$ cat config.mk
export PLATFORM = sky130hd
export DESIGN_NAME = systolic_sequencer
export DESIGN_NICKNAME = d
export VERILOG_FILES = /design/src/rtl/systolic_sequencer.sv
export SDC_FILE = /design/constraint.sdc
export NUM_CORES = 1
export LEC_CHECK = 0
export CAP_MARGIN = 10
export CORE_MARGIN = 2
export CORE_UTILIZATION = 50
export CTS_CLUSTER_SIZE = 16
export DETAILED_ROUTE_END_ITERATION = 8
export PLACE_DENSITY = 0.75
export SLEW_MARGIN = 20
export SYNTH_ARGS = -nofsm -noshare
export SYNTH_HDL_FRONTEND = slang
export SYNTH_SLANG_ARGS = --single-unit
$ cat constraint.sdc
create_clock -name clk -period 4.6 [get_ports clk]
set_clock_uncertainty 0.1 [all_clocks]
set_input_delay 0.69 -clock clk [delete_from_list [all_inputs] [get_ports clk]]
set_output_delay 0.69 -clock clk [all_outputs]
set_load 0.03 [all_outputs]
$ cat src/rtl/systolic_sequencer.sv
// Holds the NxN A/B operand buffers and runs one CLEAR/FEED/DRAIN/DONE sequence.
// The sequence streams diagonally skewed operands into systolic_array.
module systolic_sequencer #(
    parameter int MATRIX_SIZE  = 4,
    parameter int DATA_WIDTH   = 8,
    parameter int DRAIN_CYCLES = 4
) (
    input  logic                                   clk,
    input  logic                                   rst_n,
    input  logic                                   wr_en,
    input  logic                                   wr_sel,
    input  logic [$clog2(MATRIX_SIZE)-1:0]         wr_row,
    input  logic [$clog2(MATRIX_SIZE)-1:0]         wr_col,
    input  logic [DATA_WIDTH-1:0]                  wr_data,
    input  logic                                   start,
    input  logic                                   abort,
    output logic                                   busy,
    output logic                                   done,
    output logic                                   acc_rst,
    output logic                                   acc_en,
    output logic                                   shift_en,
    output logic [MATRIX_SIZE-1:0][DATA_WIDTH-1:0] a_out,
    output logic [MATRIX_SIZE-1:0][DATA_WIDTH-1:0] b_out
);
    localparam int IW       = $clog2(MATRIX_SIZE);
    localparam int FEED_LEN = 2 * MATRIX_SIZE - 1;
    localparam int SW       = $clog2(FEED_LEN + DRAIN_CYCLES) + 1;
    localparam int OW       = SW + 1;

    typedef enum logic [2:0] {IDLE, CLEAR, FEED, DRAIN, DONE} state_t;

    state_t                                 state, state_nx;
    logic [SW-1:0]                          step, step_nx;
    logic [DATA_WIDTH-1:0]                  buf_a [MATRIX_SIZE][MATRIX_SIZE];
    logic [DATA_WIDTH-1:0]                  buf_b [MATRIX_SIZE][MATRIX_SIZE];
    logic [MATRIX_SIZE-1:0][DATA_WIDTH-1:0] a_nx, b_nx;
    logic                                   running;

    assign running = (state == CLEAR) || (state == FEED) || (state == DRAIN);

    // Operand buffers have no reset so their contents survive a reset.
    always_ff @(posedge clk) begin
        if (wr_en && state == IDLE) begin
            if (wr_sel) buf_b[wr_row][wr_col] <= wr_data;
            else        buf_a[wr_row][wr_col] <= wr_data;
        end
    end

    always_comb begin
        state_nx = state;
        step_nx  = step;
        case (state)
            IDLE: begin
                if (start) begin
                    state_nx = CLEAR;
                    step_nx  = '0;
                end
            end
            CLEAR: begin
                state_nx = FEED;
                step_nx  = '0;
            end
            FEED: begin
                if (step == SW'(FEED_LEN - 1)) begin
                    step_nx  = '0;
                    state_nx = (DRAIN_CYCLES == 0) ? DONE : DRAIN;
                end else begin
                    step_nx = step + SW'(1);
                end
            end
            DRAIN: begin
                if (step == SW'(DRAIN_CYCLES - 1)) begin
                    step_nx  = '0;
                    state_nx = DONE;
                end else begin
                    step_nx = step + SW'(1);
                end
            end
            DONE:    state_nx = IDLE;
            default: begin
                state_nx = IDLE;
                step_nx  = '0;
            end
        endcase
        if (abort && running) begin
            state_nx = IDLE;
            step_nx  = '0;
        end
    end

    // Lane g carries element (step - g) of its row/column; outside 0..N-1 it is idle.
    for (genvar g = 0; g < MATRIX_SIZE; g++) begin : g_lane
        localparam logic [IW-1:0] LANE = IW'(g);
        logic [OW-1:0] off;
        logic          live;
        assign off     = {1'b0, step_nx} - OW'(g);
        assign live    = (state_nx == FEED) && ({1'b0, step_nx} >= OW'(g))
                         && (off < OW'(MATRIX_SIZE));
        assign a_nx[g] = live ? buf_a[LANE][off[IW-1:0]] : '0;
        assign b_nx[g] = live ? buf_b[off[IW-1:0]][LANE] : '0;
    end

    // Outputs are decoded from the next state so they line up with the state register.
    always_ff @(posedge clk or negedge rst_n) begin
        if (!rst_n) begin
            state    <= IDLE;
            step     <= '0;
            busy     <= 1'b0;
            done     <= 1'b0;
            acc_rst  <= 1'b0;
            acc_en   <= 1'b0;
            shift_en <= 1'b0;
            a_out    <= '0;
            b_out    <= '0;
        end else begin
            state    <= state_nx;
            step     <= step_nx;
            busy     <= (state_nx != IDLE);
            done     <= (state_nx == DONE);
            acc_rst  <= (state_nx == CLEAR);
            acc_en   <= (state_nx == FEED) || (state_nx == DRAIN);
            shift_en <= (state_nx == FEED) || (state_nx == DRAIN);
            a_out    <= a_nx;
            b_out    <= b_nx;
        end
    end
endmodule

== Yosys cells after proc, flatten, opt, wreduce, memory -nomap -nowiden ==
Memories as Yosys holds them, arrays and structs flattened.
Index checks and enable logic that the tools add are counted.

* Flip-flop bits (word level): 76
* Bits in writable memories: 256
* Output and inout bits: 69
* Word-level logic and storage cells: 101
* Memories kept: 2

{| class="wikitable"
|+ Memory list
! name !! words !! bits a word !! read ports !! clocked after Yosys merged registers in !! write ports !! RTL line !! text
|-
| buf_a || 4 || 32 || 4 || 0 || 1 || 34 || <nowiki>logic [DATA_WIDTH-1:0] buf_a [MATRIX_SIZE][MATRIX_SIZE];</nowiki>
|-
| buf_b || 4 || 32 || 4 || 0 || 1 || 35 || <nowiki>logic [DATA_WIDTH-1:0] buf_b [MATRIX_SIZE][MATRIX_SIZE];</nowiki>
|}

* Add/subtract/negate cells: 4
* Order comparisons: 13
* Equality and inequality tests: 10
* Muxes and demuxes: 38
* Bitwise logic cells: 5
* Reduce and logical (&&, ||, !) cells: 15

{| class="wikitable"
|+ Operators by type and width
! cell !! number
|-
| 8-bit two-way mux || 17
|-
| 8-bit binary-select mux with 2-bit select || 4
|-
| 32-bit two-way mux || 2
|-
| 5-bit two-way mux || 4
|-
| 5-bit case mux with 4 select lines || 1
|-
| 6-bit by 3-bit less-than comparator with 1-bit output, second input constant || 3
|-
| 8-bit demux with 2-bit select || 1
|-
| 3-bit greater-or-equal comparator, second input constant || 5
|-
| 2-bit NOT with 3-bit output || 5
|-
| 3-bit by 2-bit == test with 1-bit output, second input constant || 4
|-
| 3-bit two-way mux || 4
|-
| 3-bit case mux with 4 select lines || 1
|-
| 5-bit by 2-bit subtractor with 6-bit output, second input constant || 2
|-
| 5-bit by 2-bit greater-or-equal comparator with 1-bit output, second input constant || 2
|-
| 1-bit logical AND || 10
|-
| 3-bit by 1-bit == test with 1-bit output, second input constant || 2
|-
| 3-bit == test, second input constant || 2
|-
| 5-bit by 1-bit subtractor with 6-bit output, second input constant || 1
|-
| 5-bit by 1-bit adder with 5-bit output, second input constant || 1
|-
| 5-bit by 2-bit == test with 1-bit output, second input constant || 1
|-
| 5-bit by 3-bit == test with 1-bit output, second input constant || 1
|-
| 5-bit by 1-bit greater-or-equal comparator with 1-bit output, second input constant || 1
|-
| 5-bit by 3-bit less-than comparator with 1-bit output, second input constant || 1
|-
| 1-bit two-way mux || 4
|-
| other kinds (4) || 6
|}

== Longest topological paths before layout ==
* Depth after elaboration: 11
* Gate-level depth with buffers: 16
* Mapped depth without buffers: 13

== Least setup slack after synthesis ==
Ideal clock, no wire load.

* Kind: register to register
* Start: reg step[0]
* End: reg a_out[20] in the netlist's numbering
* Library setup time: 64 ps
* Arrival time: 3108 ps
* Required time: 4436 ps
* Path slack: 1327 ps
* Cell stages (with the launch flop): 14
* Path buffers: 3
* Clock period less this slack: 3273 ps
* Cells stage by stage: dfrtp_1 -> inv_1 -> ha_1 -> nand3b_4 -> a211o_1 -> a22o_1 -> and2_1 -> buf_2 -> buf_2 -> ha_1 -> or4b_4 -> a211oi_4 -> buf_6 -> o21a_1

{| class="wikitable"
|+ RTL lines
! what !! RTL line !! text
|-
| start: declaration || 33 || <nowiki>logic [SW-1:0] step, step_nx;</nowiki>
|-
| start signal: assignment || 117 || <nowiki>step <= step_nx;</nowiki>
|-
| end signal: assignment || 123 || <nowiki>a_out <= a_nx;</nowiki>
|-
| end: declaration || 22 || <nowiki>output logic [MATRIX_SIZE-1:0][DATA_WIDTH-1:0] a_out,</nowiki>
|}

==> metrics.md <==
| Metric | Value |
|---|---|
| Hold Fails Final Rpt | `0` |
| TritonCTS Buffers | `35` |
| Crit path max-delay family | `compound AO/OA/AOI/OAI gates` |
| RSZ-0062 raised after global routing | `false` |
| Met3 Wirelength | `1620 µm` |
| Max Cap Viol | `0` |
| Core Footprint | `0.0251 mm²` |
| Syn-to-layout area delta | `17.2%` |
| Tcrit/Tclk final | `73.3%` |
| DRT Wirelength | `25800 µm` |
| FFs w/ async S/R, synth | `22.9%` |
| Sw Share | `21.5%` |
| Root buffer cell | `clkbuf_16` |
| Worst setup path category | `flop to flop` |
| Drt pass-1 iters | `5` |
| Crit path time final | `3.37 ns` |
| CP peak stage delay | `0.55 ns` |
| Final setup violation count | `0` |
| Worst vdd ir | `230 µV` |
| Port buffer count | `86` |
| H-tree Lvls | `2` |
| DRC | `0` |
| Outcome | `completed` |
| Initial DRC count | `824` |
| Maximum clock rate | `297 MHz` |
| P_sw | `0.00138 W` |
| Yosys cell types | `61` |
| DP Worst Slack | `0.851 ns` |
| Most frequent standard cell in the layout excluding fill and tap cells | `edfxtp_1` |
| Post-cts sizing count | `0` |
| Min-Delay Path Class | `input pin to async pin` |
| Setup TNS | `0 ns` |
| Post-synthesis register bit count | `332` |
| Cts hold-fix bufs | `0` |
| Top FF cell, synth | `edfxtp_1` |
| Clock power share | `42.1%` |
| Clock buffer depth | `3` |
| Clock slew at reported path FFs | `0.06 ns` |
| CP required | `4.93 ns` |
| Buf/Inv on CP | `2` |
| Register area share after synthesis | `75.1%` |
| Syn Area/Cell | `16.0 µm²` |
| Routability cong. | `0.787` |
| Detailed placement HPWL | `14500 µm` |
| Initial Utilization | `50.8%` |
| Most frequent cells in the layout | `edfxtp_1 (256), nand2_1 (137), clkdlybuf4s50_1 (79)` |
| Max layer used | `met4` |
| Vias | `6909` |
| PnR worst setup slack | `1.23 ns` |
| Synth Net Count | `822` |
| Pwr dens | `431 mW/mm²` |
| GRT Util Overall | `19.7%` |
| Antenna Cells | `0` |
| Worst reg-to-reg path cell count | `10` |
| Largest net degree at the start of global routing | `77` |
| Slew Viols, Final | `0` |
| WHS | `0.167 ns` |
| Worst Setup Start Kind | `flop` |
| WP depth | `10` |
| CP Max Fanout | `16` |
| Die ar. | `0.0268 mm²` |
| GRT overflow | `0` |
| WP data arrival | `3.70 ns` |
| P_int | `0.00506 W` |
| Most frequent CP cell | `ha_1` |
| Layout cells sized above 1 | `14.0%` |
| Vias per inst | `5.54` |
| Die W | `164 µm` |
| TritonCTS clock tree | `yes` |
| Sink Count | `332` |
| Slew @ Worst Pin | `0.918 ns` |
| Layout net count | `918` |
| Pleak | `5.38 nW` |
| Slowest cell on the critical path | `or4b_4` |
| DRT antenna net count | `0` |
| # rows | `58` |
| Combinational Power Share | `6.9%` |
| I/O pin cnt | `87` |
| Initial antenna violation count | `0` |
| Wl on met1 | `11000 µm` |
| Avg WL per Cell | `20.7 µm` |
| Flop pwr share | `51.0%` |
| Synth Instances | `797` |
| Total power | `0.00644 W` |
| Worst-Skew Late Latency | `0.51 ns` |
| Number of enable flip-flop cells after synthesis | `256` |
| Die Y | `164 µm` |
| Crit. End Element | `flop` |
| Fillers | `1910` |
| Post-CTS Setup Inserts | `0` |
| Crit path cell chain | `inv_1 -> ha_1 -> nor4b_1 -> o22ai_1 -> a32oi_1 -> ha_1 -> or4b_4 -> a211oi_4 -> buf_4 -> o21a_1` |
| Yosys warning total | `0` |
| Cell area after synthesis | `0.0128 mm²` |
| Normalized max-slew margin | `38.0%` |
| Routed met2 length | `12600 µm` |
| Vias in the first global route | `6961` |
| First-pass GRT wire length | `39700 µm` |
power groups by stage:
stage | Clock (W) | Sequential, W | Combinational [W]
after floorplan | 0 | 0.00337 | 0.000270
after global placement | 0 | 0.00335 | 0.000448
after detailed placement | 0 | 0.00335 | 0.000452
after CTS | 0.00275 | 0.00328 | 0.000456
after global routing | 0.00286 | 0.00328 | 0.000490
final | 0.00271 | 0.00328 | 0.000447
Yosys cell counts, types with 4 or more instances:
master / n / area share [%]
clkbuf_1: 10 / 0.29
edfxtp_1: 256 / 60
nand3_1: 6 / 0.24
nor2b_1: 4 / 0.20
buf_4: 10 / 0.59
nor2_1: 40 / 1.2
and2_1: 19 / 0.93
mux4_2: 32 / 5.6
nor3b_2: 10 / 0.98
nand2b_1: 4 / 0.20
nand2_1: 137 / 4.0
dfrtp_1: 76 / 15
buf_2: 10 / 0.39
a21oi_1: 66 / 2.6
ha_1: 7 / 0.69
inv_1: 5 / 0.15
o21a_1: 33 / 1.9
buf_1: 4 / 0.12
buf_6: 6 / 0.53
nor3b_1: 6 / 0.35
area by class of cell:
| cell class | count | area [µm²] | share of cell area (%) |
|---|---|---|---|
| tap | 330 | 413 | 2.76 |
| sequential | 332 | 9590 | 64.1 |
| timing repair buffer | 100 | 937 | 6.27 |
| inverter | 7 | 31.3 | 0.209 |
| clock inverter | 13 | 114 | 0.761 |
| multi-input combinational | 417 | 2880 | 19.2 |
| clock buffer | 48 | 996 | 6.66 |
cells by family (layout without fill, tap and decap cells):
kind of cell,count (synthesis),after routing,share of synthesized area (%)
flip-flops,332,332,75.1
multiplexers,33,33,5.73
buffers and inverters,48,168,2.32
adder cells (fa/ha/maj),7,7,0.686
XOR/XNOR,3,3,0.206
AO/OA/AOI/OAI,126,126,6.31
AND/OR/NAND/NOR,248,248,9.61
layer usage:
layer	track usage (%)	up-vias
met3	3.28	43
met4	5.82	0
li1	-	3129
met5	0	-
met2	31.6	236
met1	28.1	3501
worst paths after layout:
check,from,endpoint,slack [ns]
min in group clk,buf_b[1][9],b_out[17],0.52
max in group asynchronous,rst_n,a_out[22],3.70
setup reg to reg,step[0],b_out[21],1.23
hold reg to reg,buf_b[1][9],b_out[17],0.52
setup / recovery,step[0],b_out[21],1.23
hold / removal,rst_n,b_out[28],0.17
flip-flops by register name, summed over array words and instances (netlist names):
name      cells
buf_a       128
buf_b       128
a_out        32
b_out        32
step          5
state         3
acc_rst       1
busy          1
done          1
shift_en      1
stage by stage:
step                      utilization [%]  std cells  cell area, µm²
final                                59.6       1247           15000
after global routing                 59.6       1247           15000
after CTS                            59.6       1247           15000
after detailed placement             55.2       1186           13900
after global placement               55.3       1186           13900
after floorplan                         -        797           12800
Note: power is estimated with default switching activity, not from simulation.
